### config.mk
export PLATFORM = sky130hd
export DESIGN_NAME = slc3_button_ctrl
export DESIGN_NICKNAME = d
export VERILOG_FILES = /design/src/rtl/slc3_button_ctrl.sv
export SDC_FILE = /design/constraint.sdc
export NUM_CORES = 1
export LEC_CHECK = 0
export CORE_MARGIN = 8
export CORE_UTILIZATION = 30
export DETAILED_ROUTE_END_ITERATION = 16
export PLACE_DENSITY = 0.47
export SKIP_LAST_GASP = 1
export SLEW_MARGIN = 15
export SYNTH_ARGS = -nofsm -noshare
export SYNTH_HDL_FRONTEND = slang
export SYNTH_SLANG_ARGS = --single-unit
### constraint.sdc
create_clock -name Clk -period 1 [get_ports Clk]
set_clock_uncertainty 0.05 [all_clocks]
set_input_delay 0.15 -clock Clk [delete_from_list [all_inputs] [get_ports Clk]]
set_output_delay 0.15 -clock Clk [all_outputs]
set_load 0.005 [all_outputs]
### src/rtl/slc3_button_ctrl.sv
// slc3_button_ctrl
//   Front-panel button handling for the SLC-3 CPU. Two raw active-low
//   pushbuttons (Run, Continue) are synchronized, debounced and turned into
//   single-cycle strobes. A small FSM latches a Continue press until the CPU
//   is actually waiting in a pause state. Holding both buttons at once is a
//   "combo" that suppresses all strobes and raises Combo_reset.
//
// Parameters
//   SYNC_STAGES     flip-flop synchronizer depth per button (>= 2)
//   DEBOUNCE_CYCLES consecutive stable cycles before a debounced level flips (>= 1)
//
// Ports
//   Clk            system clock, rising edge
//   Reset          asynchronous, active-high
//   Run_n          raw Run button, active-low, asynchronous
//   Continue_n     raw Continue button, active-low, asynchronous
//   Pause_req      CPU is parked in a pause state awaiting Continue
//   Run_pulse      one-cycle strobe per accepted Run press
//   Continue_pulse one-cycle strobe releasing the CPU from pause
//   Combo_reset    both buttons debounced-pressed (registered)
//   Cont_pending   a Continue press is latched, waiting for Pause_req

module slc3_button_ctrl #(
    parameter int SYNC_STAGES     = 2,
    parameter int DEBOUNCE_CYCLES = 16
) (
    input  logic Clk,
    input  logic Reset,
    input  logic Run_n,
    input  logic Continue_n,
    input  logic Pause_req,
    output logic Run_pulse,
    output logic Continue_pulse,
    output logic Combo_reset,
    output logic Cont_pending
);

    localparam int RUN  = 0;
    localparam int CONT = 1;

    localparam int                CNT_W    = (DEBOUNCE_CYCLES > 1) ? $clog2(DEBOUNCE_CYCLES) : 1;
    localparam logic [CNT_W-1:0]  CNT_LAST = CNT_W'(DEBOUNCE_CYCLES - 1);

    typedef enum logic [1:0] {
        IDLE = 2'd0,
        PEND = 2'd1,
        HOLD = 2'd2
    } state_t;

    logic [1:0]             btn_n;
    logic [SYNC_STAGES-1:0] sync_p [2];
    logic [CNT_W-1:0]       cnt    [2];
    logic [1:0]             db_p0;      // debounced "pressed" levels
    logic [1:0]             db_p1;      // debounced levels delayed one cycle
    logic                   run_rise;
    logic                   cont_rise;
    logic                   run_pulse_q;
    logic                   cont_pulse_q;
    logic                   combo_q;
    logic                   fire;
    state_t                 state;
    state_t                 state_nxt;

    assign btn_n = {Continue_n, Run_n};

    // Stage: synchronizer chain and debounce counters (p0), edge history (p1)
    always_ff @(posedge Clk or posedge Reset) begin
        if (Reset) begin
            for (int i = 0; i < 2; i++) begin
                sync_p[i] <= '1;
                cnt[i]    <= '0;
            end
            db_p0 <= '0;
            db_p1 <= '0;
        end else begin
            for (int i = 0; i < 2; i++) begin
                sync_p[i] <= {sync_p[i][SYNC_STAGES-2:0], btn_n[i]};
                // The level flips only after the synchronized value has
                // disagreed with it for DEBOUNCE_CYCLES cycles in a row;
                // any agreeing cycle restarts the count.
                if (~sync_p[i][SYNC_STAGES-1] != db_p0[i]) begin
                    if (cnt[i] == CNT_LAST) begin
                        db_p0[i] <= ~db_p0[i];
                        cnt[i]   <= '0;
                    end else begin
                        cnt[i] <= cnt[i] + CNT_W'(1);
                    end
                end else begin
                    cnt[i] <= '0;
                end
            end
            db_p1 <= db_p0;
        end
    end

    // Only press edges matter; releases never produce a strobe.
    assign run_rise  = db_p0[RUN]  & ~db_p1[RUN];
    assign cont_rise = db_p0[CONT] & ~db_p1[CONT];

    // Stage: registered strobes and combo detect
    always_ff @(posedge Clk or posedge Reset) begin
        if (Reset) begin
            run_pulse_q  <= 1'b0;
            cont_pulse_q <= 1'b0;
            combo_q      <= 1'b0;
        end else begin
            // A Run edge while Continue is held is a combo press, not a Run.
            run_pulse_q  <= run_rise & ~db_p0[CONT] & ~combo_q;
            cont_pulse_q <= fire;
            combo_q      <= db_p0[RUN] & db_p0[CONT];
        end
    end

    // Continue FSM: state register
    always_ff @(posedge Clk or posedge Reset) begin
        if (Reset) begin
            state <= IDLE;
        end else begin
            state <= state_nxt;
        end
    end

    // Continue FSM: next state. 'fire' requests the strobe for the next
    // cycle and is only raised on entry to HOLD, so one strobe per pass.
    always_comb begin
        state_nxt = state;
        fire      = 1'b0;
        if (combo_q) begin
            state_nxt = IDLE;
        end else begin
            case (state)
                IDLE: begin
                    if (cont_rise && !db_p0[RUN]) begin
                        if (Pause_req) begin
                            state_nxt = HOLD;
                            fire      = 1'b1;
                        end else begin
                            state_nxt = PEND;
                        end
                    end
                end
                PEND: begin
                    // Further presses are absorbed here; nothing queues.
                    if (Pause_req) begin
                        state_nxt = HOLD;
                        fire      = 1'b1;
                    end
                end
                HOLD: begin
                    if (!Pause_req && !db_p0[CONT]) begin
                        state_nxt = IDLE;
                    end
                end
                default: state_nxt = IDLE;
            endcase
        end
    end

    // Continue FSM: outputs, all blanked while the combo is active
    always_comb begin
        Combo_reset    = combo_q;
        Run_pulse      = run_pulse_q & ~combo_q;
        Continue_pulse = cont_pulse_q & ~combo_q;
        Cont_pending   = (state == PEND) & ~combo_q;
    end

endmodule

# Yosys cells after proc, flatten, opt, wreduce, memory -nomap -nowiden
# Index checks and enable logic that the tools add are counted.
[classes]
bitwise = 15
n_eq_ne = 9
n_reduce_logical = 9
n_addsub = 2
mux = 14
[ops]
columns = ["cell", "n"]
rows = [
  ["4-bit two-way mux", 4],
  ["2-bit two-way mux", 5],
  ["3-bit != test, second input constant", 3],
  ["4-bit by 1-bit adder with 4-bit output, second input constant", 2],
  ["1-bit bitwise AND", 8],
  ["4-bit equality test, second input constant", 2],
  ["1-bit NOT", 7],
  ["2-bit one-hot mux with 3 select lines", 1],
  ["2-bit AND reduction", 2],
  ["1-bit logical NOT", 3],
  ["1-bit two-way mux", 3],
  ["3-bit AND reduction", 1],
  ["2-bit by 1-bit equality test with 1-bit output, second input constant", 1],
  ["2-bit equality test, second input constant", 1],
  ["1-bit logical AND", 2],
  ["2-bit logical NOT", 1],
  ["1-bit != test", 2],
  ["1-bit one-hot mux with 2 select lines", 1],
]
[totals]
word_cells = 60
regBits = 21
output_inout_bits = 4
inputBits = 5

# Depth between registers and ports, before layout
# Gate-level depths: netlist (run 1).
[depth]
ltp_word = 6
depth_mapped = 4
ltp_nobuf = 4

# Worst setup path after synthesis (run 1)
# No wires, ideal clock.
[synth_path]
path_kind = "register to register"
start = "reg cnt[0] (netlist name)"
end = "reg cnt[3] (netlist name)"
setup_slack_ns = -0.041
synth_period_minus_slack_ns = 1.041
stages_incl_launch_ff = 5
setup_ns = 0.078
t_arrival_ns = 0.913
required_ns = 0.872
n_path_buf = 0
cell_sequence = "dfrtp_1 ha_1 a21oi_1 o21ai_0 a21oi_1"
[synth_between]
elab_chain_len = 3
word_cells_on_any_way = 4
cone_classes = "add/sub: 1; eq/ne: 1; mux: 2"
[synth_rtl]
columns = ["item", "line_no", "rtl"]
rows = [
  ["from (decl)", "52", "logic [CNT_W-1:0] cnt [2];"],
  ["from (signal, indexed assignment)", "86", "cnt[i] <= cnt[i] + CNT_W'(1);"],
  ["4-bit by 1-bit adder with 4-bit output or 4-bit equality test (tied branches)", "86, 82", ""],
  ["4-bit two-way mux *", "82", "if (cnt[i] == CNT_LAST) begin"],
  ["4-bit two-way mux *", "81", "if (~sync_p[i][SYNC_STAGES-1] != db_p0[i]) begin"],
]
# Every way passes the cells marked *; elsewhere a longest branch is shown, timed or not.
# A chain may end at the register's enable or synchronous reset.

# Worst setup path after layout (run 1)
[layout_path]
start = "reg combo_q, in the netlist Combo_reset"
end = "out Run_pulse"
[layout_between]
elab_chain_len = 2
[layout_rtl]
columns = ["item", "line_no", "rtl"]
rows = [
  ["from (decl)", "59", "logic combo_q;"],
  ["from (signal assigned)", "110", "combo_q <= db_p0[RUN] & db_p0[CONT];"],
  ["1-bit NOT", "162", "Run_pulse = run_pulse_q & ~combo_q;"],
  ["1-bit bitwise AND", "162", ""],
  ["to (decl)", "32", "output logic Run_pulse,"],
]
# Every way passes these cells.

==> impl_results.rst, run 1 <==
.. list-table::
   :header-rows: 1

   * - Metric
     - Value
   * - Run status
     - complete, but fails checks
   * - Failing checks
     - negative setup slack
   * - Cell leakage power
     - 0.5474 nW
   * - Clock H-tree levels
     - 1
   * - Core area
     - 2663 sq um
   * - Vertical die dimension
     - 67.95 microns
   * - Critical path required time
     - 0.80 ns
   * - Sequential fraction of the synthesis area
     - 65.53%
   * - Mux share of post-synthesis cell area
     - 0%
   * - Largest net degree at the start of global routing
     - 22
   * - Via count of the first global-routing pass
     - 601
   * - Highest net fanout along the worst path
     - 2
   * - Time the final worst path needs with I/O delays and setup
     - 1.338 ns
   * - Final standard cell utilization of the core
     - 46.01%
   * - Dominant combinational cell family by area after synthesis
     - simple AND/OR/NAND/NOR gates
   * - FF+latch count, synth
     - 21
   * - Die outline area
     - 4617 sq um
   * - Post-CTS Hold Fix Bufs
     - 0
   * - Storage element area
     - 530.5 sq um
   * - Total I/O pin count
     - 9
   * - Arrival time worst endpoint
     - 1.14 ns
   * - Area added between synthesis and finish
     - 51.31%
   * - Detailed placer's ending HPWL
     - 942.7 microns
   * - Setup crit start kind
     - register
   * - Post-synthesis cell type with the largest combined area
     - sky130_fd_sc_hd__dfrtp_1
   * - Global-route wire length before repair
     - 2573 microns
   * - Clock latency of the later-clocked register in the worst-skew pair
     - 0.29 ns
   * - Number of max-slew violations in the final report
     - 0
   * - TritonCTS buffer count
     - 3
   * - Gate count of the mapped netlist
     - 66
   * - Total non-filler cell area in the finished layout
     - 1225 sq um
   * - Synth area leaders
     - sky130_fd_sc_hd__dfrtp_1 (53%), sky130_fd_sc_hd__dfstp_2 (13%), sky130_fd_sc_hd__inv_1 (3.2%)
   * - Part of the cycle the worst path needs
     - 133.8%
   * - Count of clock tree sinks
     - 21
   * - Worst supply voltage drop on vdd
     - 0.6969 mV
   * - Final Worst Setup Slack
     - -0.3377 ns
   * - Most repeated cell in the gate-level netlist after synthesis
     - sky130_fd_sc_hd__dfrtp_1
   * - Share of the synthesized area in the top cell type
     - 52.55%
   * - Share of final-layout standard cells stronger than drive strength 1
     - 49.47%
   * - GRT Residual Overflow
     - 0
   * - TritonCTS clock tree
     - built
   * - Compound-gate portion of the synthesized area
     - 8.501%
   * - Number of remaining DRC errors
     - 0
   * - Antenna diode count
     - 0
   * - Fill cell count
     - 256
   * - Post-route worst hold slack
     - 0.1052 ns
   * - Total detailed-routing wirelength
     - 1431 microns
   * - Initial antenna violation count
     - 0
   * - Number of vias per cell after detailed routing
     - 4.405
   * - Net count after synthesis
     - 73
   * - Max cap viols
     - 0
   * - Netlist area before placement
     - 809.5 sq um
   * - Clock root buffer
     - sky130_fd_sc_hd__clkbuf_4
   * - Starting density of the core
     - 30.40%
   * - All-Layer GR Usage
     - 7.290%
   * - Slew headroom
     - 82.80%
   * - Main synth FF type
     - sky130_fd_sc_hd__dfrtp_1
   * - Yosys cell types
     - 21
   * - Number of buffers on the longest clock path
     - 2
   * - Number of endpoints with negative hold slack in the final report
     - 0
   * - Slew @ Worst Pin
     - 0.2580 ns
   * - Maximum clock frequency
     - 747.5 MHz
   * - First-pass DRT Iterations
     - 2
   * - Die extent in x
     - 67.95 microns
   * - WL/cell
     - 11.36 microns
   * - Ys Warns
     - 0
   * - Endpoint kind of the worst setup timing path
     - output port
   * - Placer Congestion
     - 0.7403
   * - Remaining antenna violation count after routing
     - 0
   * - Worst setup path category
     - reg -> out
   * - Violation count after the first detailed-routing iteration
     - 13
   * - Simple-gate share of the synthesized area
     - 15.30%
   * - Total vias in the final route
     - 555
   * - RSZ-0062 raised after global routing
     - true
   * - Post-DP Area
     - 1051 sq um
   * - Final setup violation count
     - 15
   * - Clock input transition at the sequential cells of the worst setup and hold paths
     - 0.11 ns
   * - Footprint of the multi-input gates
     - 381.6 sq um
   * - PortBufs
     - 8
   * - Most frequent cells after synthesis
     - sky130_fd_sc_hd__dfrtp_1 (17), sky130_fd_sc_hd__inv_1 (7), sky130_fd_sc_hd__nor2_1 (7)
   * - Adder-cell share of the synthesized area
     - 3.091%
   * - EDFF count, synth
     - 0
   * - Final-stage net count
     - 103
   * - PD cells
     - 1191 nW/um^2
   * - Avg Inst Size Synth
     - 12.27 sq um
   * - Number of rows created at floorplan
     - 19
   * - Class of the tightest hold or removal check
     - in -> async
   * - Proportion of synthesized flip-flops having asynchronous set or reset
     - 100.0%
   * - Xor-xnor portion of the synthesized cell area
     - 4.328%
[what timing repair did]
action	in CTS	in global routing
gates resized for setup	34	11
pin swaps	11	3
setup buffers	6	1
setup endpoints to repair	16	18
[metrics by stage]
stage	power, W	setup WS, ns	TNS (ns)	instances
6_report	0.001459	-0.3377	-1.769	126
5_1_grt	0.001544	-0.4482	-2.774	126
4_1_cts	0.001457	-0.3536	-1.901	126
3_5_place_dp	0.001045	-0.3618	-1.613	119
3_3_place_gp	0.001040	-0.3380	-1.358	119
2_1_floorplan	0.0009748	0.004335	0	66
[report_power, final]
| part | total, W | internal [W] | switching, W | leakage [nW] |
|---|---|---|---|---|
| combinational | 0.000149 | 0.0000834 | 0.0000661 | 0.258 |
| clock | 0.000394 | 0.000155 | 0.000238 | 0.0150 |
| sequential | 0.000916 | 0.000884 | 0.0000319 | 0.274 |
| total | 0.00146 | 0.00112 | 0.000337 | 0.547 |
[placed cells by master (no fill, tap or decap), drive strengths merged, types with 3 or more instances in the layout]
cell	instances
a21oi	4
buf	21
clkbuf	4
clkdlybuf4s50	4
dfrtp	17
dfstp	4
inv	7
nor2	7
nor3b	3
o21ai	5
[path summary, 6_finish.rpt]
kind | startpoint | endpoint | slack, ns | cells past startpoint
worst max-delay path | Combo_reset | Run_pulse | -0.34 | 4
worst min-delay path | Reset | cnt[1] | 0.11 | 3
worst max register to register | db_p0[1] | state[1] | -0.12 | 3
worst min register to register | sync_p[2] | sync_p[3] | 0.31 | 0
max in group asynchronous | Reset | sync_p[3] | 0.59 | 3
min in group Clk | Continue_n | sync_p[0] | 0.20 | 1
[cell type report]
cell class,count,area share [%]
flip-flops and latches,21,43.31
repair buffers,25,18.08
multi-input cells,38,31.15
well taps,31,3.167
clock buffers,4,2.145
inverters,7,2.145
[flip-flops by register name, summed over array words and instances, names as in the netlist]
| name | flops |
|---|---|
| db_p1 | 2 |
| state | 2 |
| Combo_reset | 1 |
| db_p0 | 2 |
| sync_p | 4 |
| run_pulse_q | 1 |
| cnt | 8 |
| cont_pulse_q | 1 |
[metal layers]
metal / global-route usage [%] / vias up / share of wire [%]
li1: - / 274 / -
met1: 8.922 / 268 / 43
met2: 10.90 / 11 / 50
met3: 2.782 / 2 / 6.2
met4: 3.836 / 0 / 1.4
met5: 0 / - / 0
[cells by family (layout without fill, tap and decap cells)]
| group | Yosys count | in the layout |
|---|---|---|
| flip-flops | 21 | 21 |
| AND/OR/NAND/NOR | 21 | 21 |
| AO/OA/AOI/OAI | 11 | 11 |
| buffers and inverters | 7 | 36 |
| XOR/XNOR | 4 | 4 |
| adder cells (fa/ha/maj) | 2 | 2 |
[worst max-delay path: stages (launching register included)]
cell,delay (ns)
sky130_fd_sc_hd__dfrtp_1,0.40
sky130_fd_sc_hd__buf_6,0.12
sky130_fd_sc_hd__buf_6,0.10
sky130_fd_sc_hd__nor2b_1,0.10
sky130_fd_sc_hd__buf_2,0.12
No activity file was read; power rests on OpenSTA's default activity.
==> run 2, diff against run 1 <==
--- a/config.mk
+++ b/config.mk
@@ -8,7 +8,8 @@
 export CORE_MARGIN = 8
 export CORE_UTILIZATION = 30
 export DETAILED_ROUTE_END_ITERATION = 16
-export PLACE_DENSITY = 0.47
+export PLACE_DENSITY = 0.52
+export RECOVER_POWER = 100
 export SKIP_LAST_GASP = 1
 export SLEW_MARGIN = 15
 export SYNTH_ARGS = -nofsm -noshare
==> run 2 against run 1 <==
The flow still finishes with violations (negative setup slack). Final cell count is 1.6% lower. Total power is 0.30% lower. Clock power is 2% higher. Register-to-register slack hardly changed. Wire length is 4.5% higher. Die area stayed put. Design area is 1.4% lower. Clock-buffer cell count is 1 lower. Sequential cell count stayed put. Fmax is 2.0% higher. Core utilization is 0.66 points lower. Worst hold slack better by 0.21 ns. Critical endpoint is now Cont_pending.
==> impl_results.rst, run 2 (synthesis gave the netlist of run 1 again) <==
.. list-table::
   :header-rows: 1

   * - Metric
     - Value
   * - Routed length on met1
     - 586 microns
   * - RSZ-0062 raised after global routing
     - true
   * - Most frequent standard cell in the layout excluding fill and tap cells
     - sky130_fd_sc_hd__dfrtp_1
   * - Max cap viols
     - 0
   * - Most used cells in the layout excluding fill and tap cells
     - sky130_fd_sc_hd__dfrtp_1 (16), sky130_fd_sc_hd__buf_4 (11), sky130_fd_sc_hd__inv_1 (7), sky130_fd_sc_hd__nor2_1 (6), sky130_fd_sc_hd__dfstp_2 (4)
   * - PD cells
     - 1205 nW/um^2
   * - Storage element area
     - 531.8 sq um
   * - Number of vias per cell after detailed routing
     - 4.492
   * - Cell leakage power
     - 0.5386 nW
   * - Register with the most flip-flops
     - cnt
   * - Area added between synthesis and finish
     - 49.15%
   * - Number of max-slew violations in the final report
     - 0
   * - Worst slack at placement
     - -0.3400 ns
   * - TritonCTS clock tree
     - built
   * - PortBufs
     - 8
   * - Endpoint kind of the worst setup timing path
     - output port
   * - Run status
     - complete, but fails checks
   * - Routed length on met3
     - 93 microns
   * - Total detailed-routing wirelength
     - 1495 microns
   * - Critical path required time
     - 0.80 ns
   * - TritonCTS buffer count
     - 3
   * - Slew headroom
     - 66.77%
   * - GRT Residual Overflow
     - 0
   * - Flip-flop count of the largest register, all copies and words added
     - 8
   * - Initial antenna violation count
     - 0
   * - Registers with the highest flip-flop counts
     - cnt: 8 flops, sync_p: 4 flops
   * - Number of rows created at floorplan
     - 19
   * - Footprint of the multi-input gates
     - 389.1 sq um
   * - Vertical die dimension
     - 67.95 microns
   * - Final setup violation count
     - 15
   * - Die outline area
     - 4617 sq um
   * - Class of the tightest hold or removal check
     - reg -> reg
   * - Core area
     - 2663 sq um
   * - Arrival time worst endpoint
     - 1.11 ns
   * - Share of final-layout standard cells stronger than drive strength 1
     - 50.54%
   * - Sum of internal, switching and leakage power
     - 0.001454 W
   * - Final Worst Setup Slack
     - -0.3116 ns
   * - Placer Congestion
     - 0.6895
   * - Part of the cycle the worst path needs
     - 131.2%
   * - Total vias in the final route
     - 557
   * - WL/cell
     - 12.06 microns
   * - Number of remaining DRC errors
     - 0
   * - Slowest stage delay, CP
     - 0.40 ns
   * - Number of endpoints with negative hold slack in the final report
     - 0
   * - Antenna diode count
     - 0
   * - Fill cell count
     - 263
   * - Final-stage net count
     - 101
   * - All-Layer GR Usage
     - 6.811%
   * - Largest net degree at the start of global routing
     - 22
   * - Via count of the first global-routing pass
     - 511
   * - Time the final worst path needs with I/O delays and setup
     - 1.312 ns
   * - Highest net fanout along the worst path
     - 2
   * - Starting density of the core
     - 30.40%
   * - First-pass DRT Iterations
     - 2
   * - Standard cell with the maximum stage delay on the critical path
     - sky130_fd_sc_hd__dfrtp_1
   * - Total I/O pin count
     - 9
   * - Die extent in x
     - 67.95 microns
   * - Worst setup path category
     - reg -> out
   * - Setup tns final
     - -1.627 ns
   * - Worst supply voltage drop on vdd
     - 0.8046 mV
   * - Clock root buffer
     - sky130_fd_sc_hd__clkbuf_4
   * - Ordered list of cells on the worst path
     - buf_6 -> nor2_4 -> and2_1 -> buf_2
   * - Post-CTS Hold Fix Bufs
     - 0
   * - Count of clock tree sinks
     - 21
   * - Metal2 WL
     - 795 microns
   * - Number of buffers on the longest clock path
     - 2
   * - Remaining antenna violation count after routing
     - 0
   * - Clock latency of the later-clocked register in the worst-skew pair
     - 0.30 ns
   * - Maximum clock frequency
     - 762.4 MHz
   * - Clock input transition at the sequential cells of the worst setup and hold paths
     - 0.12 ns
   * - Detailed placer's ending HPWL
     - 924.7 microns
   * - Setup crit start kind
     - register
   * - Clock H-tree levels
     - 1
   * - Highest metal used
     - met4
   * - Slew @ Worst Pin
     - 0.4985 ns
   * - Failing checks
     - negative setup slack
   * - Global-route wire length before repair
     - 2290 microns
   * - Violation count after the first detailed-routing iteration
     - 6
[run 2: cell type report]
class	count	share of cell area, %
clock buffer	3	1.865
clock inverter	1	0.4145
sequential	21	44.04
timing repair buffer	23	16.06
tap	31	3.212
inverter	7	2.176
multi-input combinational	38	32.23
[run 2: final timing paths]
path | from | endpoint | slack, ns | cells past startpoint
min | sync_p[2] | sync_p[3] | 0.31 | 0
max reg2reg | Combo_reset | state[1] | -0.13 | 6
min reg2reg | sync_p[2] | sync_p[3] | 0.31 | 0
max | Combo_reset | Cont_pending | -0.31 | 4
min in group asynchronous | Reset | cnt[5] | 0.32 | 3
max in group asynchronous | Reset | db_p0[1] | 0.20 | 3
[run 2: timing repair]
item,in CTS,in global routing
gates resized for setup,27,16
endpoints found under the setup margin,17,18
cloned,0,0
pin swaps,10,4
buffers inserted,4,1
[run 2: report_power, final]
part / switching [W] / total, W / internal, W
sequential: 0.0000329 / 0.000917 / 0.000884
clock: 0.000251 / 0.000400 / 0.000149
combinational: 0.0000631 / 0.000138 / 0.0000748
total: 0.000347 / 0.00145 / 0.00111
[run 2: metrics by stage]
stage,hold WS [ns],utilization [%],area (sq um),cells
after floorplan,0.07356,-,814.5,66
after global placement,0.2956,38.63,1028,116
after detailed placement,0.2987,38.63,1028,116
after CTS,0.08945,42.67,1136,123
after global routing,0.2984,45.35,1207,124
final,0.3150,45.35,1207,124
[run 2: layer usage]
| layer | vias up | global-route usage (%) |
|---|---|---|
| met3 | 2 | 2.455 |
| met1 | 273 | 7.918 |
| met4 | 0 | 4.604 |
| li1 | 273 | - |
| met5 | - | 0 |
| met2 | 9 | 10.32 |
[run 2: worst max-delay path: cells and delay by family (launching register included)]
kind	cells	cell delay, ns
buffers and inverters	2	0.23
DFF	1	0.40
and+or+nand+nor	2	0.19
==> run 3, diff against run 2 <==
--- a/config.mk
+++ b/config.mk
@@ -8,7 +8,7 @@
 export CORE_MARGIN = 8
 export CORE_UTILIZATION = 30
 export DETAILED_ROUTE_END_ITERATION = 16
-export PLACE_DENSITY = 0.52
+export PLACE_DENSITY = 0.58
 export RECOVER_POWER = 100
 export SKIP_LAST_GASP = 1
 export SLEW_MARGIN = 15
==> run 3 against run 2 <==
Critical path type unchanged. Fmax shrank 1.1%. Register-to-register slack gained 0.03 ns. Largest cell class unchanged. Combinational power shrank 4%. Global-route usage grew 0.24 points. The run still ends with negative setup slack left. Critical endpoint unchanged.
==> impl_results.rst, run 3 (synthesis gave the netlist of run 1 again) <==
.. list-table::
   :header-rows: 1

   * - Metric
     - Value
   * - Run status
     - complete, but fails checks
   * - Failing checks
     - negative setup slack
   * - Number of standard cells in the layout, taps in and fillers out
     - 121
   * - TritonCTS buffer count
     - 3
   * - Setup tns final
     - -1.607 ns
   * - Remaining antenna violation count after routing
     - 0
   * - Worst slack at placement
     - -0.3471 ns
   * - Worst setup path category
     - reg -> out
   * - Max cap viols
     - 0
   * - Final-stage net count
     - 98
   * - First-pass DRT Iterations
     - 2
   * - Die extent in x
     - 67.95 microns
   * - Via count of the first global-routing pass
     - 549
   * - Die outline area
     - 4617 sq um
   * - Registers with the highest flip-flop counts
     - cnt: 8 flops, sync_p: 4 flops
   * - Maximum clock frequency
     - 753.7 MHz
   * - Time the final worst path needs with I/O delays and setup
     - 1.327 ns
   * - Area added between synthesis and finish
     - 42.66%
   * - Count of clock tree sinks
     - 21
   * - Number of max-slew violations in the final report
     - 0
   * - Critical path required time
     - 0.80 ns
   * - Register with the most flip-flops
     - cnt
   * - Total detailed-routing wirelength
     - 1457 microns
   * - Part of the cycle the worst path needs
     - 132.7%
   * - Clock latency of the later-clocked register in the worst-skew pair
     - 0.30 ns
   * - Cell leakage power
     - 0.5157 nW
   * - Setup crit start kind
     - register
   * - Post-CTS Hold Fix Bufs
     - 0
   * - Endpoint kind of the worst setup timing path
     - output port
   * - Clock input transition at the sequential cells of the worst setup and hold paths
     - 0.12 ns
   * - GRT Residual Overflow
     - 0
   * - Final Worst Setup Slack
     - -0.3269 ns
   * - Most frequent standard cell in the layout excluding fill and tap cells
     - sky130_fd_sc_hd__dfrtp_1
   * - Total I/O pin count
     - 9
   * - Most used cells in the layout excluding fill and tap cells
     - sky130_fd_sc_hd__dfrtp_1 (16), sky130_fd_sc_hd__buf_4 (9), sky130_fd_sc_hd__inv_1 (7), sky130_fd_sc_hd__nor2_1 (6), sky130_fd_sc_hd__dfstp_2 (4)
   * - Detailed placer's ending HPWL
     - 933.1 microns
   * - Largest net degree at the start of global routing
     - 22
   * - Number of endpoints with negative hold slack in the final report
     - 0
   * - Vertical die dimension
     - 67.95 microns
   * - TritonCTS clock tree
     - built
   * - Number of rows created at floorplan
     - 19
   * - Antenna diode count
     - 0
   * - Number of buffers on the longest clock path
     - 2
   * - RSZ-0062 raised after global routing
     - true
   * - Violation count after the first detailed-routing iteration
     - 1
   * - Flip-flop count of the largest register, all copies and words added
     - 8
   * - Arrival time worst endpoint
     - 1.13 ns
   * - Clock root buffer
     - sky130_fd_sc_hd__clkbuf_4
   * - Global-route wire length before repair
     - 2387 microns
   * - Worst supply voltage drop on vdd
     - 0.8321 mV
   * - Final standard cell utilization of the core
     - 43.37%
   * - Post-route worst hold slack
     - 0.3117 ns
   * - Placer Congestion
     - 0.7858
   * - Class of the tightest hold or removal check
     - reg -> reg
   * - PortBufs
     - 8
   * - All-Layer GR Usage
     - 7.049%
   * - Final setup violation count
     - 14
   * - Number of remaining DRC errors
     - 0
   * - PD cells
     - 1247 nW/um^2
   * - Number of vias per cell after detailed routing
     - 4.364
   * - Initial antenna violation count
     - 0
   * - Cell count after placement
     - 115
   * - Clock H-tree levels
     - 1
   * - Share of final-layout standard cells stronger than drive strength 1
     - 44.44%
   * - WL/cell
     - 12.04 microns
   * - Slew headroom
     - 65.04%
   * - Total vias in the final route
     - 528
   * - Highest net fanout along the worst path
     - 2
   * - Starting density of the core
     - 30.40%
   * - Core area
     - 2663 sq um
   * - Slew @ Worst Pin
     - 0.5243 ns
-- run 3: changes by cell type in the layout (fill, tap and decap cells not counted), sizes merged --
cell | before | now
clkbuf | 4 | 5
buf | 17 | 14
clkinv | 1 | 0
-- run 3: final cells by class --
class / count / area, sq um
clock buffers: 4 / 26.28
fillers: 251 / 1508
inverters: 7 / 26.28
multi-input cells: 38 / 364.1
flip-flops and latches: 21 / 531.8
well taps: 31 / 38.79
repair buffers: 20 / 167.7
-- run 3: path summary, 6_finish.rpt --
kind / from / endpoint / slack [ns] / cells past startpoint
worst min-delay path: sync_p[2] / sync_p[3] / 0.31 / 0
worst min register to register: sync_p[2] / sync_p[3] / 0.31 / 0
max in group asynchronous: Reset / db_p0[1] / 0.18 / 3
worst max-delay path: Combo_reset / Cont_pending / -0.33 / 4
min in group asynchronous: Reset / db_p1[0] / 0.34 / 3
worst max register to register: db_p0[1] / cnt[0] / -0.10 / 3
-- run 3: where the power goes --
group          switching, W  leakage, nW  total, W  internal [W]
sequential        0.0000283        0.273  0.000912      0.000884
combinational     0.0000645        0.228  0.000133     0.0000684
clock              0.000240       0.0150  0.000395      0.000155
-- run 3: through the flow --
step / power [W] / cell area [sq um]
floorplan: 0.0009748 / 814.5
global placement: 0.001037 / 1021
detailed placement: 0.001042 / 1021
CTS: 0.001458 / 1127
global route: 0.001522 / 1155
finish: 0.001441 / 1155
-- run 3: what timing repair did --
item / in CTS / in global routing
setup buffers: 3 / 0
gates resized for setup: 28 / 8
pin swaps: 9 / 6
setup endpoints to repair: 16 / 19
-- run 3: routing by layer --
| layer | vias to the layer above | global-route usage, % | wire length, microns |
|---|---|---|---|
| met3 | 2 | 2.128 | 63 |
| met2 | 6 | 10.67 | 756 |
| met5 | - | 0 | 0 |
| li1 | 266 | - | - |
| met1 | 254 | 8.219 | 616 |
| met4 | 0 | 5.371 | 20 |
-- run 3: critical path, cell delays in order, from the launching register on --
cell and delay (ns):
sky130_fd_sc_hd__dfrtp_1 0.41, sky130_fd_sc_hd__buf_6 0.12, sky130_fd_sc_hd__nor2_4 0.08, sky130_fd_sc_hd__and2_1 0.12
sky130_fd_sc_hd__buf_2 0.10
